===== config.mk =====
export PLATFORM = sky130hd
export DESIGN_NAME = uart_tx_arbiter
export DESIGN_NICKNAME = d
export VERILOG_FILES = /design/src/rtl/uart_tx_arbiter_pkg.sv /design/src/rtl/uart_tx_arbiter_rr_arbiter2.sv /design/src/rtl/uart_tx_arbiter.sv
export SDC_FILE = /design/constraint.sdc
export NUM_CORES = 1
export LEC_CHECK = 0
export BUFFER_PORTS_ARGS = -buffer_cell sky130_fd_sc_hd__buf_2
export CORE_UTILIZATION = 45
export CTS_BUF_LIST = sky130_fd_sc_hd__clkbuf_8
export DETAILED_ROUTE_END_ITERATION = 8
export HOLD_SLACK_MARGIN = 0.03
export PLACE_DENSITY = 0.74
export SYNTH_ARGS = -nofsm -noshare
export SYNTH_HDL_FRONTEND = slang
export SYNTH_SLANG_ARGS = --single-unit

===== constraint.sdc =====
create_clock -name clk -period 1.8 [get_ports clk]
set_input_delay 0.09 -clock clk [delete_from_list [all_inputs] [get_ports clk]]
set_output_delay 0.09 -clock clk [all_outputs]
set_load 0.02 [all_outputs]

===== src/rtl/uart_tx_arbiter_pkg.sv =====
// rtl/uart_tx_arbiter_pkg.sv - shared constants for the UART Tx frame arbiter
package uart_tx_arbiter_pkg;

    // FSM state encodings
    localparam logic [2:0] ST_IDLE = 3'd0;
    localparam logic [2:0] ST_HDR  = 3'd1;
    localparam logic [2:0] ST_SEND = 3'd2;
    localparam logic [2:0] ST_GAP  = 3'd3;
    localparam logic [2:0] ST_DONE = 3'd4;

    // Header byte MSB marks a header, as opposed to a payload byte
    localparam logic HDR_TAG = 1'b1;

    // Source identifiers
    localparam logic SRC_REG = 1'b0;
    localparam logic SRC_USB = 1'b1;

    // One-hot owner vector for a source id
    function automatic logic [1:0] src_onehot(input logic src);
        return (src == SRC_USB) ? 2'b10 : 2'b01;
    endfunction

endpackage


===== src/rtl/uart_tx_arbiter_rr_arbiter2.sv =====
// rtl/uart_tx_arbiter_rr_arbiter2.sv - two-input round-robin winner select
module rr_arbiter2
    import uart_tx_arbiter_pkg::*;
(
    input  logic clk,
    input  logic rst,
    input  logic i_req0,
    input  logic i_req1,
    input  logic i_update,
    input  logic i_owner,
    output logic o_valid,
    output logic o_winner
);

    logic r_last_owner;

    // Remember who finished last; reset favours source 0 on the first tie
    always_ff @(posedge clk) begin
        if (!rst) begin
            r_last_owner <= SRC_USB;
        end else if (i_update) begin
            r_last_owner <= i_owner;
        end
    end

    // Sole requester wins; on a tie the source that did not go last wins
    always_comb begin
        o_valid  = i_req0 | i_req1;
        o_winner = SRC_REG;
        if (i_req0 && i_req1) begin
            o_winner = ~r_last_owner;
        end else if (i_req1) begin
            o_winner = SRC_USB;
        end
    end

endmodule


===== src/rtl/uart_tx_arbiter.sv =====
// rtl/uart_tx_arbiter.sv - packet-atomic arbiter for the shared UART Tx FIFO write port
module uart_tx_arbiter
    import uart_tx_arbiter_pkg::*;
#(
    parameter int LEN_W  = 6,
    parameter int HDR_EN = 1
) (
    input  logic             clk,
    input  logic             rst,
    input  logic             req0,
    input  logic             req1,
    input  logic [LEN_W-1:0] len0,
    input  logic [LEN_W-1:0] len1,
    input  logic [7:0]       data0,
    input  logic [7:0]       data1,
    input  logic             empty0,
    input  logic             empty1,
    output logic             re0,
    output logic             re1,
    output logic             done0,
    output logic             done1,
    input  logic             UART_Tx_FULL,
    output logic [7:0]       UART_Tx_DATA,
    output logic             UART_send,
    output logic [1:0]       grant,
    output logic             busy
);

    // Header carries six length bits; narrower LEN_W is zero-extended
    localparam int HL = (LEN_W < 6) ? LEN_W : 6;

    logic [2:0]       r_state;
    logic             r_owner;
    logic [LEN_W-1:0] r_len_q;
    logic [LEN_W-1:0] r_cnt;
    logic             r_re0, r_re1, r_done0, r_done1, r_send, r_busy;
    logic [7:0]       r_data;
    logic [1:0]       r_grant;

    logic             w_arb_valid;
    logic             w_winner;
    logic [LEN_W-1:0] w_len_sel;
    logic [7:0]       w_data;
    logic             w_empty;
    logic [5:0]       w_hdr_len;
    logic [7:0]       w_hdr;
    logic [1:0]       w_owner_oh;

    rr_arbiter2 u_rr (
        .clk      (clk),
        .rst      (rst),
        .i_req0   (req0),
        .i_req1   (req1),
        .i_update (r_state == ST_DONE),
        .i_owner  (r_owner),
        .o_valid  (w_arb_valid),
        .o_winner (w_winner)
    );

    assign w_len_sel  = (w_winner == SRC_USB) ? len1 : len0;
    assign w_data     = (r_owner == SRC_USB) ? data1 : data0;
    assign w_empty    = (r_owner == SRC_USB) ? empty1 : empty0;
    assign w_hdr_len  = 6'(r_len_q[HL-1:0]);
    assign w_hdr      = {HDR_TAG, r_owner, w_hdr_len};
    assign w_owner_oh = src_onehot(r_owner);

    // Frame FSM: grant, optional header, byte/gap drain, done pulse
    always_ff @(posedge clk) begin
        if (!rst) begin
            r_state <= ST_IDLE;
            r_owner <= SRC_REG;
            r_len_q <= '0;
            r_cnt   <= '0;
            r_re0   <= 1'b0;
            r_re1   <= 1'b0;
            r_done0 <= 1'b0;
            r_done1 <= 1'b0;
            r_send  <= 1'b0;
            r_data  <= 8'h00;
            r_grant <= 2'b00;
            r_busy  <= 1'b0;
        end else begin
            r_send  <= 1'b0;
            r_re0   <= 1'b0;
            r_re1   <= 1'b0;
            r_done0 <= 1'b0;
            r_done1 <= 1'b0;
            case (r_state)
                ST_IDLE: begin
                    if (w_arb_valid) begin
                        r_owner <= w_winner;
                        r_grant <= src_onehot(w_winner);
                        r_busy  <= 1'b1;
                        r_len_q <= w_len_sel;
                        r_cnt   <= '0;
                        if (HDR_EN != 0) begin
                            r_state <= ST_HDR;
                        end else if (w_len_sel == '0) begin
                            r_state            <= ST_DONE;
                            {r_done1, r_done0} <= src_onehot(w_winner);
                        end else begin
                            r_state <= ST_SEND;
                        end
                    end
                end
                ST_HDR: begin
                    if (!UART_Tx_FULL) begin
                        r_send <= 1'b1;
                        r_data <= w_hdr;
                        if (r_len_q == '0) begin
                            r_state            <= ST_DONE;
                            {r_done1, r_done0} <= w_owner_oh;
                        end else begin
                            r_state <= ST_SEND;
                        end
                    end
                end
                ST_SEND: begin
                    if (!UART_Tx_FULL && !w_empty) begin
                        r_data  <= w_data;
                        r_send  <= 1'b1;
                        r_re0   <= w_owner_oh[0];
                        r_re1   <= w_owner_oh[1];
                        r_cnt   <= r_cnt + 1'b1;
                        r_state <= ST_GAP;
                    end
                end
                ST_GAP: begin
                    if (r_cnt == r_len_q) begin
                        r_state            <= ST_DONE;
                        {r_done1, r_done0} <= w_owner_oh;
                    end else begin
                        r_state <= ST_SEND;
                    end
                end
                ST_DONE: begin
                    r_grant <= 2'b00;
                    r_busy  <= 1'b0;
                    r_state <= ST_IDLE;
                end
                default: begin
                    r_grant <= 2'b00;
                    r_busy  <= 1'b0;
                    r_state <= ST_IDLE;
                end
            endcase
        end
    end

    assign re0          = r_re0;
    assign re1          = r_re1;
    assign done0        = r_done0;
    assign done1        = r_done1;
    assign UART_Tx_DATA = r_data;
    assign UART_send    = r_send;
    assign grant        = r_grant;
    assign busy         = r_busy;

endmodule


* Yosys cells after proc, flatten, opt, wreduce, memory -nomap -nowiden
Cells that the tools add are included.
** Cells by class
- Muxes and demuxes :: 34
- Equal/unequal tests :: 8
- Div/mod/pow operators :: 0
- Reduce and logical (&&, ||, !) cells :: 15
- Order comparisons :: 0
- $mul :: 0
- Bitwise logic cells :: 3
- Shifts and indexed selects :: 0
- $add $sub $neg :: 1
** Operator list (number)
- 8-bit two-way mux :: 3
- 6-bit two-way mux :: 3
- 8-bit case mux with 2 select lines :: 1
- 3-bit two-way mux :: 5
- 1-bit two-way mux :: 12
- 3-bit case mux with 4 select lines :: 1
- 6-bit case mux with 2 select lines :: 1
- 3-bit AND reduction :: 4
- 1-bit case mux with 2 select lines :: 4
- 6-bit by 1-bit adder with 6-bit output, second input constant :: 1
- 3-bit by 2-bit equality test with 1-bit output, second input constant :: 2
- 6-bit equality test :: 1
- 6-bit logical NOT :: 1
- 2-bit two-way mux :: 3
- 2-bit inequality test, second input constant :: 2
- 2-bit case mux with 2 select lines :: 1
- 2-bit AND reduction :: 2
- 2-bit nonzero test :: 2
- 3-bit by 1-bit equality test with 1-bit output, second input constant :: 1
- 3-bit equality test, second input constant :: 1
- 3-bit logical NOT :: 1
- 3-bit OR reduction :: 1
- 1-bit logical AND :: 2
- 1-bit logical NOT :: 2
- 3 further kinds :: 4
** Word-level totals
- Memory bits (read-only) :: 0
- Memories :: 0
- Bits in latches :: 0
- Register bits after elaboration :: 33
- Output and inout port bits :: 16
- RAM bits :: 0
- Word-level logic and storage cells :: 74

* Depth between registers and ports, before layout
Gate-level depths: netlist of run 1.
- Word-level depth :: 5
- Gate-level depth with buffers :: 7
- Depth with buffers taken out :: 4

* Hierarchy
From an unflattened synthesis of run 1, not the netlist that was laid out.
** Unflattened totals
- Cell total of the unflattened synthesis :: 180
- Area total of the unflattened synthesis :: 1656.6 sq um
** Modules (own cells, without submodules)
- uart_tx_arbiter :: cells each 175, times used 1, sequential area each 640.6 sq um, area an instance 1609.0 sq um
- rr_arbiter2 :: cells each 5, times used 1, sequential area each 20.0 sq um, area an instance 47.5 sq um

* Worst setup path before layout of run 1
No wires, ideal clock.
- Kind :: register to register
- Start :: register r_owner
- End :: register r_cnt[2]
- Cell stages (with the launch flop) :: 5
- Clock period less this slack :: 1.425 ns
- Setup slack :: 0.375 ns
- Arrival :: 1.355 ns
- Setup time :: 0.070 ns
- Path through :: dfxtp_1 -> mux2i_4 -> a31oi_2 -> or3_1 -> a21oi_1
** On the way
- Word-level cells in the longest chain between the ends :: 5
** Ends and longest elaborated chain
- from (decl) :: line uart_tx_arbiter.sv:33 : logic r_owner;
- from (signal assigned) :: line uart_tx_arbiter.sv:91 : r_owner <= w_winner;
- 1-bit two-way mux :: line uart_tx_arbiter.sv:62 : assign w_empty = (r_owner == SRC_USB) ? empty1 : empty0;
- 1-bit logical NOT :: line uart_tx_arbiter.sv:119 : if (!UART_Tx_FULL && !w_empty) begin
- 1-bit logical AND :: line uart_tx_arbiter.sv:119
- 2-bit inequality test (no source line)
- 3-bit AND reduction (no source line)
- to (signal assigned) :: line uart_tx_arbiter.sv:124 : r_cnt <= r_cnt + 1'b1;
- to (decl) :: line uart_tx_arbiter.sv:35 : logic [LEN_W-1:0] r_cnt;
Every way passes these cells.
A chain may end at the register's enable or synchronous reset.

* Worst setup path in the final report of run 1
- Start :: register r_state[1]
- End :: register r_state[1]
** On the way
- Word-level cells in the longest chain between the ends :: 3
- Elaborated cells on any way between the ends :: 9
** Ends and longest elaborated chain
- from (decl) :: line uart_tx_arbiter.sv:32 : logic [2:0] r_state;
- from (signal assigned) :: line uart_tx_arbiter.sv:70 : r_state <= ST_IDLE;
- from (signal assigned) :: line uart_tx_arbiter.sv:97 : r_state <= ST_HDR;
- from (signal assigned) :: line uart_tx_arbiter.sv:99 : r_state <= ST_DONE;
- 3-bit by 2-bit equality test with 1-bit output (tied with other cells) :: line uart_tx_arbiter.sv:88 : case (r_state)
- 2-bit inequality test (no source line) / 2-bit by 1-bit inequality test with 1-bit output (equally long branches)
- 3-bit AND reduction (no source line)
Parallel ways exist; a longest one is shown, timed or not.

==> results of run 1 <==
final cells by class:
| type | count | area (um2) | share of cell area (%) |
|---|---|---|---|
| Clock inverter | 1 | 5.00 | 0.242 |
| Timing Repair Buffer | 56 | 300 | 14.5 |
| Clock buffer | 7 | 96.3 | 4.67 |
| Tap cell | 46 | 57.6 | 2.79 |
| Sequential cell | 33 | 661 | 32.0 |
| Inverter | 5 | 18.8 | 0.909 |
| Multi-Input combinational cell | 137 | 926 | 44.8 |
flip-flops by register name, summed over array words and instances, names as in the netlist:
register,flops
u_rr.r_last_owner,1
r_cnt,6
done0,1
re0,1
r_owner,1
grant,2
re1,1
r_state,3
r_len_q,6
done1,1
UART_send,1
UART_Tx_DATA,8
busy,1
cell usage in the layout, fill, tap and decap left out, drive strengths merged, types with 2 or more instances in the layout:
cell type	n
a211oi	6
nor3	3
mux2i	15
nor2	17
clkinv	2
inv	4
dlygate4sd3	2
nor3b	2
o21ai	7
and3	2
dfxtp	33
nand2	21
xnor2	3
buf	54
and2	2
clkbuf	7
a31oi	2
a21oi	16
nand2b	3
nand4	4
xor2	3
o211ai	7
nor4	4
or3	4
worst max path at each step:
stage	cells after the start	slack, ns	from	end
6_report	4	0.14	r_state[1]	r_state[1]
3_5_place_dp	4	0.21	r_state[1]	r_state[1]
3_3_place_gp	4	0.25	r_state[0]	UART_Tx_DATA[7]
5_1_grt	4	0.08	r_state[1]	r_state[1]
4_1_cts	4	0.18	r_state[1]	r_state[1]
2_1_floorplan	4	0.37	r_owner	r_cnt[2]
cells in the mapped netlist (all sizes together):
cell type,count,area (um2)
nor4b,1,23.8
mux2i,15,163
o21ba,1,10.0
inv,4,15.0
or2,1,6.26
nor3,3,15.0
a31o,1,8.76
clkinv,1,3.75
nor4,4,25.0
ha,1,12.5
a311o,1,10.0
clkbuf,1,3.75
nand4,4,25.0
and4,1,8.76
a21o,1,7.51
a21oi,16,80.1
and2,2,12.5
o21ai,7,35.0
a211oi,6,45.0
a41oi,1,8.76
nand2,21,78.8
nand3,1,5.00
or3,4,25.0
o22a,1,8.76
a311oi,1,8.76
o31ai,1,7.51
a21boi,1,11.3
a31oi,2,33.8
nor3b,2,26.3
xnor2,3,26.3
and3,2,12.5
a2bb2oi,1,8.76
xor2,3,26.3
and2b,1,7.51
buf,7,43.8
nand2b,3,18.8
o211ai,7,52.6
nor2,17,71.3
dfxtp,33,661
per-stage QoR:
| step | power [mW] | hold WS [ns] | cell area, um2 | setup slack [ns] | cells |
|---|---|---|---|---|---|
| floorplan | 1.13 | 0.167 | 1650 | 0.375 | 183 |
| global placement | 1.24 | 0.311 | 1940 | 0.250 | 275 |
| detailed placement | 1.25 | 0.314 | 1940 | 0.207 | 275 |
| CTS | 1.85 | 0.0633 | 2060 | 0.178 | 285 |
| global route | 1.93 | 0.0959 | 2060 | 0.0777 | 285 |
| finish | 1.84 | 0.0755 | 2060 | 0.142 | 285 |
cell families (layout without fill, tap and decap cells):
family                   after synthesis  count (layout)  synth area share [%]
XOR/XNOR                               6               6                  3.18
AO/OA/AOI/OAI                         48              48                  20.4
adder cells (fa/ha/maj)                1               1                 0.757
multiplexers                          15              15                  9.84
buffers and inverters                 13              69                  4.01
flip-flops                            33              33                  40.0
AND/OR/NAND/NOR                       67              67                  21.9
power by group:
| part | internal, mW | leakage, nW | switching, mW |
|---|---|---|---|
| Clock | 0.345 | 0.0542 | 0.258 |
| Combinational | 0.173 | 0.517 | 0.215 |
| Sequential | 0.785 | 0.269 | 0.0621 |
metal layers:
| layer | GRT usage (%) | routed length [um] |
|---|---|---|
| met2 | 34.1 | 1710 |
| met3 | 5.11 | 187 |
| met4 | 6.98 | 38 |
| met5 | 0 | 0 |
| met1 | 24.7 | 1660 |
what timing repair did:
| action | in CTS | in global routing |
|---|---|---|
| hold endpoints to repair | 2 | 0 |
| hold buffers | 2 | 0 |
| gates resized for setup | 0 | 0 |
==> flow_summary_export.csv, run 1 <==
group,metric,value,unit
synth,ys_ff_latch,33,
sta,drv_slew,0,
synth,synth_area,1650,um2
synth,synth_nets,219,
worst_setup_path,cp.required,1.99,ns
sta,hold_viol,0,
worst_setup_path,r2r-start,"r_state[1]",
synth,syn-instance-count,183,
clocking,numCtsBuffers,5,
detailed_routing,first_iter_violations,64,
floorplanning,die_w,62.6,um
clocking,postCtsSetupBuffers,0,
detailed_routing,firstDrtPassIters,4,
floorplanning,start_util,48.4,%
job,cap_violations,0,
finish,layout.nets,274,
min_path,hold_path_end,"u_rr.r_last_owner",
floorplanning,fp.dieH,62.6,um
power_and_ir_drop,power_density,890,nW/um2
detailed_routing,drt-wirelength-per-cell,12.6,um
detailed_routing,drt-total-wl,3600,um
worst_setup_path,path_class,"flip-flop to flip-flop",
detailed_routing,drtAntennaViolNets,0,
placed_design,gp_congestion,0.873,
floorplanning,ios,51,
grt,grt_pass1_wl,6220,um
placed_design,dpl.hpwl,2760,um
power_and_ir_drop,p_leak,0.841,nW
sta,fin_setup_tns,0,ns
worst_setup_path,crit_path_max_fanout,12,
sta,fin_skew,0.00511,ns
floorplanning,rows,21,
finish,fin_util,60.4,%
sta,worstMarginPinSlew,0.532,ns
worst_setup_path,path_buf_inv,1,
sta,fin_crit_sh,92.1,%
clocking,cts_num_sinks,33,
worst_setup_path,reg2regPathDepth,4,
worst_setup_path,worst_path_max_delay_cell,"dfxtp_1",
worst_setup_path,cp-start-kind,"flip-flop",
clocking,path_clk_slew,0.07,ns
synth,yosys_warnings,0,
grt,track_usage,20.2,%
worst_setup_path,r2r_slack,0.14,ns
worst_setup_path,cp-end-kind,"flip-flop",
clocking,cts_max_level,2,
sta,fin_crit,1.66,ns
power_and_ir_drop,vdd_drop_max,474,uV
worst_setup_path,r2r-end,"r_state[1]",
min_path,holdPathStages,2,
sta,setup_violations,0,
min_path,min_path_type,"input pin to flip-flop",
finish,fillerInstances,326,
min_path,worstHoldStart,"rst",
grt,grt_overflow,0,
worst_setup_path,critical_path.max_stage_delay,0.60,ns
floorplanning,core,3420,um2
grt,grt_antenna_before_repair,0,
status,status,"finished clean",
finish,area_growth,24.9,%
sta,relSlewSlack,64.3,%
detailed_routing,vias,1501,
sta,fmaxAchievable,0.603,GHz
finish,drive_gt1_share,29.7,%
worst_setup_path,critPathTopFamily,"flip-flops",
grt,grt_pass1_vias,1431,
synth,syn_area_per_cell,9.03,um2
worst_setup_path,cp.arrival,1.85,ns
detailed_routing,viasPerCell,5.27,
clocking,cts_tree,"yes",
detailed_routing,drc,0,
clocking,root_buffer,"clkbuf_8",
clocking,clock_path_buffers,2,
worst_setup_path,worstPathCellList,"inv_1 -> and4_1 -> a41oi_1 -> nor3b_1",
clocking,clk_latency,0.28,ns
finish,num_antenna_cells,0,
placed_design,io_buffer_count,50,
floorplanning,dieArea,3920,um2
sta,rsz0062_at_grt,"false",
synth,ys_seq_area_share,40.0,%
grt,grt_max_degree,19,
synth,ys_types,45,
Note: power is estimated with default switching activity, not from simulation.
==> run 2: changes to the inputs <==
--- a/config.mk
+++ b/config.mk
@@ -5,12 +5,15 @@
 export SDC_FILE = /design/constraint.sdc
 export NUM_CORES = 1
 export LEC_CHECK = 0
+export ABC_AREA = 1
 export BUFFER_PORTS_ARGS = -buffer_cell sky130_fd_sc_hd__buf_2
+export CAP_MARGIN = 40
 export CORE_UTILIZATION = 45
 export CTS_BUF_LIST = sky130_fd_sc_hd__clkbuf_8
 export DETAILED_ROUTE_END_ITERATION = 8
 export HOLD_SLACK_MARGIN = 0.03
-export PLACE_DENSITY = 0.74
+export PLACE_DENSITY = 0.73
+export SLEW_MARGIN = 20
 export SYNTH_ARGS = -nofsm -noshare
 export SYNTH_HDL_FRONTEND = slang
 export SYNTH_SLANG_ARGS = --single-unit
==> flow_summary_export.csv, run 2 <==
group,metric,value,unit
detailed_routing,drtAntennaViolNets,0,
finish,final_cell_mix,"nand2_1, buf_2, nor2_1",
clocking,cts_num_sinks,33,
detailed_routing,viasPerCell,4.89,
finish,drive_gt1_share,28.3,%
finish,final_common_cell,"nand2_1",
clocking,cts_max_level,2,
detailed_routing,firstDrtPassIters,4,
placed_design,dpl.hpwl,2960,um
synth,synthAdderAreaFrac,0.742,%
grt,grt_pass1_wl,6590,um
sta,rsz0062_at_grt,"false",
worst_setup_path,cp-end-kind,"flip-flop",
grt,grt_overflow,0,
synth,netlist.area_leader.share,39.2,%
synth,async_flop_share,0,%
synth,synth_edf_count,0,
synth,yosys-top-cells-area,"dfxtp_1, nand2_1, nor2_1, inv_1, a21oi_1",
floorplanning,die_w,63.2,um
sta,relSlewSlack,75.4,%
clocking,clk_latency,0.30,ns
clocking,postCtsHoldBufs,0,
synth,synth_top_family_by_area,"simple AND/OR/NAND/NOR gates",
placed_design,io_buffer_count,50,
power_and_ir_drop,p_leak,0.985,nW
floorplanning,dieArea,3990,um2
grt,grt_max_degree,17,
clocking,cts_tree,"yes",
finish,layout.nets,332,
floorplanning,fp.dieH,63.2,um
worst_setup_path,path_class,"flip-flop to flip-flop",
detailed_routing,vias,1678,
grt,grt_antenna_before_repair,0,
power_and_ir_drop,vdd_drop_max,646,uV
synth,syn_area_per_cell,6.99,um2
clocking,cts.repair.resized,0,
synth,synth_nets,277,
synth,synth_flop_cell,"dfxtp_1",
floorplanning,rows,21,
sta,fmaxAchievable,0.645,GHz
synth,synthTopCellsByCount,"nand2_1, nor2_1, dfxtp_1, inv_1, a21oi_1",
synth,synth_area_leader_cell,"dfxtp_1",
synth,yosys.area_share.xor_xnor,1.04,%
placed_design,dpl_cell_area,1980,um2
floorplanning,start_util,48.6,%
finish,largest_reg_flops,8,
sta,hold_viol,0,
grt,track_usage,21.6,%
worst_setup_path,cp.arrival,1.73,ns
sta,fin_crit_sh,86.1,%
grt,grt_pass1_vias,1507,
sta,fin_skew,0.00717,ns
finish,num_antenna_cells,0,
placed_design,gp_congestion,0.833,
job,cap_violations,0,
sta,fin_setup_tns,0,ns
floorplanning,core,3470,um2
finish,fin_area,2070,um2
detailed_routing,drt-total-wl,3800,um
synth,ys_ff_latch,33,
detailed_routing,drt-wirelength-per-cell,11.1,um
synth,yosys_warnings,0,
synth,synth_compound_area_share,16.9,%
synth,ys_types,30,
sta,drv_slew,0,
detailed_routing,first_iter_violations,68,
min_path,min_path_type,"input pin to flip-flop",
detailed_routing,drc,0,
synth,synth_area,1690,um2
sta,fin_crit,1.55,ns
worst_setup_path,cp.required,1.98,ns
sta,setup_violations,0,
clocking,postCtsSetupBuffers,0,
finish,area_growth,22.6,%
synth,syn-instance-count,241,
worst_setup_path,cp-start-kind,"flip-flop",
sta,worstMarginPinSlew,0.365,ns
status,status,"finished clean",
worst_setup_path,crit_path_max_fanout,11,
clocking,root_buffer,"clkbuf_8",
synth,ys_seq_area_share,39.2,%
synth,synth.area.mux_share,0,%
synth,yosys.area_share.simple,34.2,%
power_and_ir_drop,power_density,1210,nW/um2
clocking,numCtsBuffers,5,
synth,synth.most_common_cell,"nand2_1",
clocking,clock_path_buffers,2,
floorplanning,ios,51,
clocking,path_clk_slew,0.07,ns
run 2: cell types whose count changed after synthesis, sizes merged, moves of 6 or more:
cell / delta
nand2: +46
nor2: +25
o32ai: +6
inv: +24
a211oi: -6
o211ai: -7
mux2i: -15
nand3: +13
run 2: final timing paths:
path	startpoint	end	slack (ns)	cells past startpoint
max	r_state[2]	r_cnt[3]	0.25	8
min	rst	r_state[0]	0.1	2
max reg2reg	r_state[2]	r_cnt[3]	0.25	8
min reg2reg	grant[1]	grant[1]	0.46	2
run 2: final cells by class:
| cell class | count | area [um2] |
|---|---|---|
| inverter | 29 | 109 |
| fill | 341 | 1400 |
| tap | 46 | 57.6 |
| timing repair buffer | 52 | 265 |
| sequential | 33 | 661 |
| multi-input combinational | 175 | 891 |
| clock buffer | 5 | 68.8 |
| clock inverter | 3 | 13.8 |
run 2: where the power goes:
part / leakage [nW] / switching (mW) / internal, mW
combinational: 0.667 / 0.657 / 0.343
sequential: 0.269 / 0.0991 / 0.860
clock: 0.0491 / 0.282 / 0.262
run 2: per-stage QoR:
stage,total power [mW],setup WS (ns),util [%],cells,hold WS (ns)
final,2.50,0.251,59.6,343,0.0976
after global routing,2.70,0.0782,59.6,343,0.108
after CTS,2.53,0.241,59.6,343,0.0898
after detailed placement,1.98,0.253,57.2,335,0.410
after global placement,1.97,0.287,57.2,335,0.415
after floorplan,1.73,0.479,-,241,0.207
run 2: routing by layer:
metal,vias to the layer above,global-route usage (%),share of wire [%]
met5,-,0,0
met3,8,4.89,3.6
met2,26,34.1,47
met1,756,26.6,47
met4,0,12.8,2.6
li1,888,-,-
run 2: cell families after synthesis:
group,after synthesis
xor+xnor,2
flops,33
fa+ha+maj,1
simple gates,131
compound gates,41
buf+inv,33
run 2: worst max-delay path, stage by stage (launching register included):
cell and delay [ns]:
dfxtp_1 0.51, nor2_4 0.07, nand2_4 0.12, inv_2 0.10
nand2_1 0.12, nand3_2 0.15, nor2_4 0.15, xor2_1 0.15
nor2_1 0.05
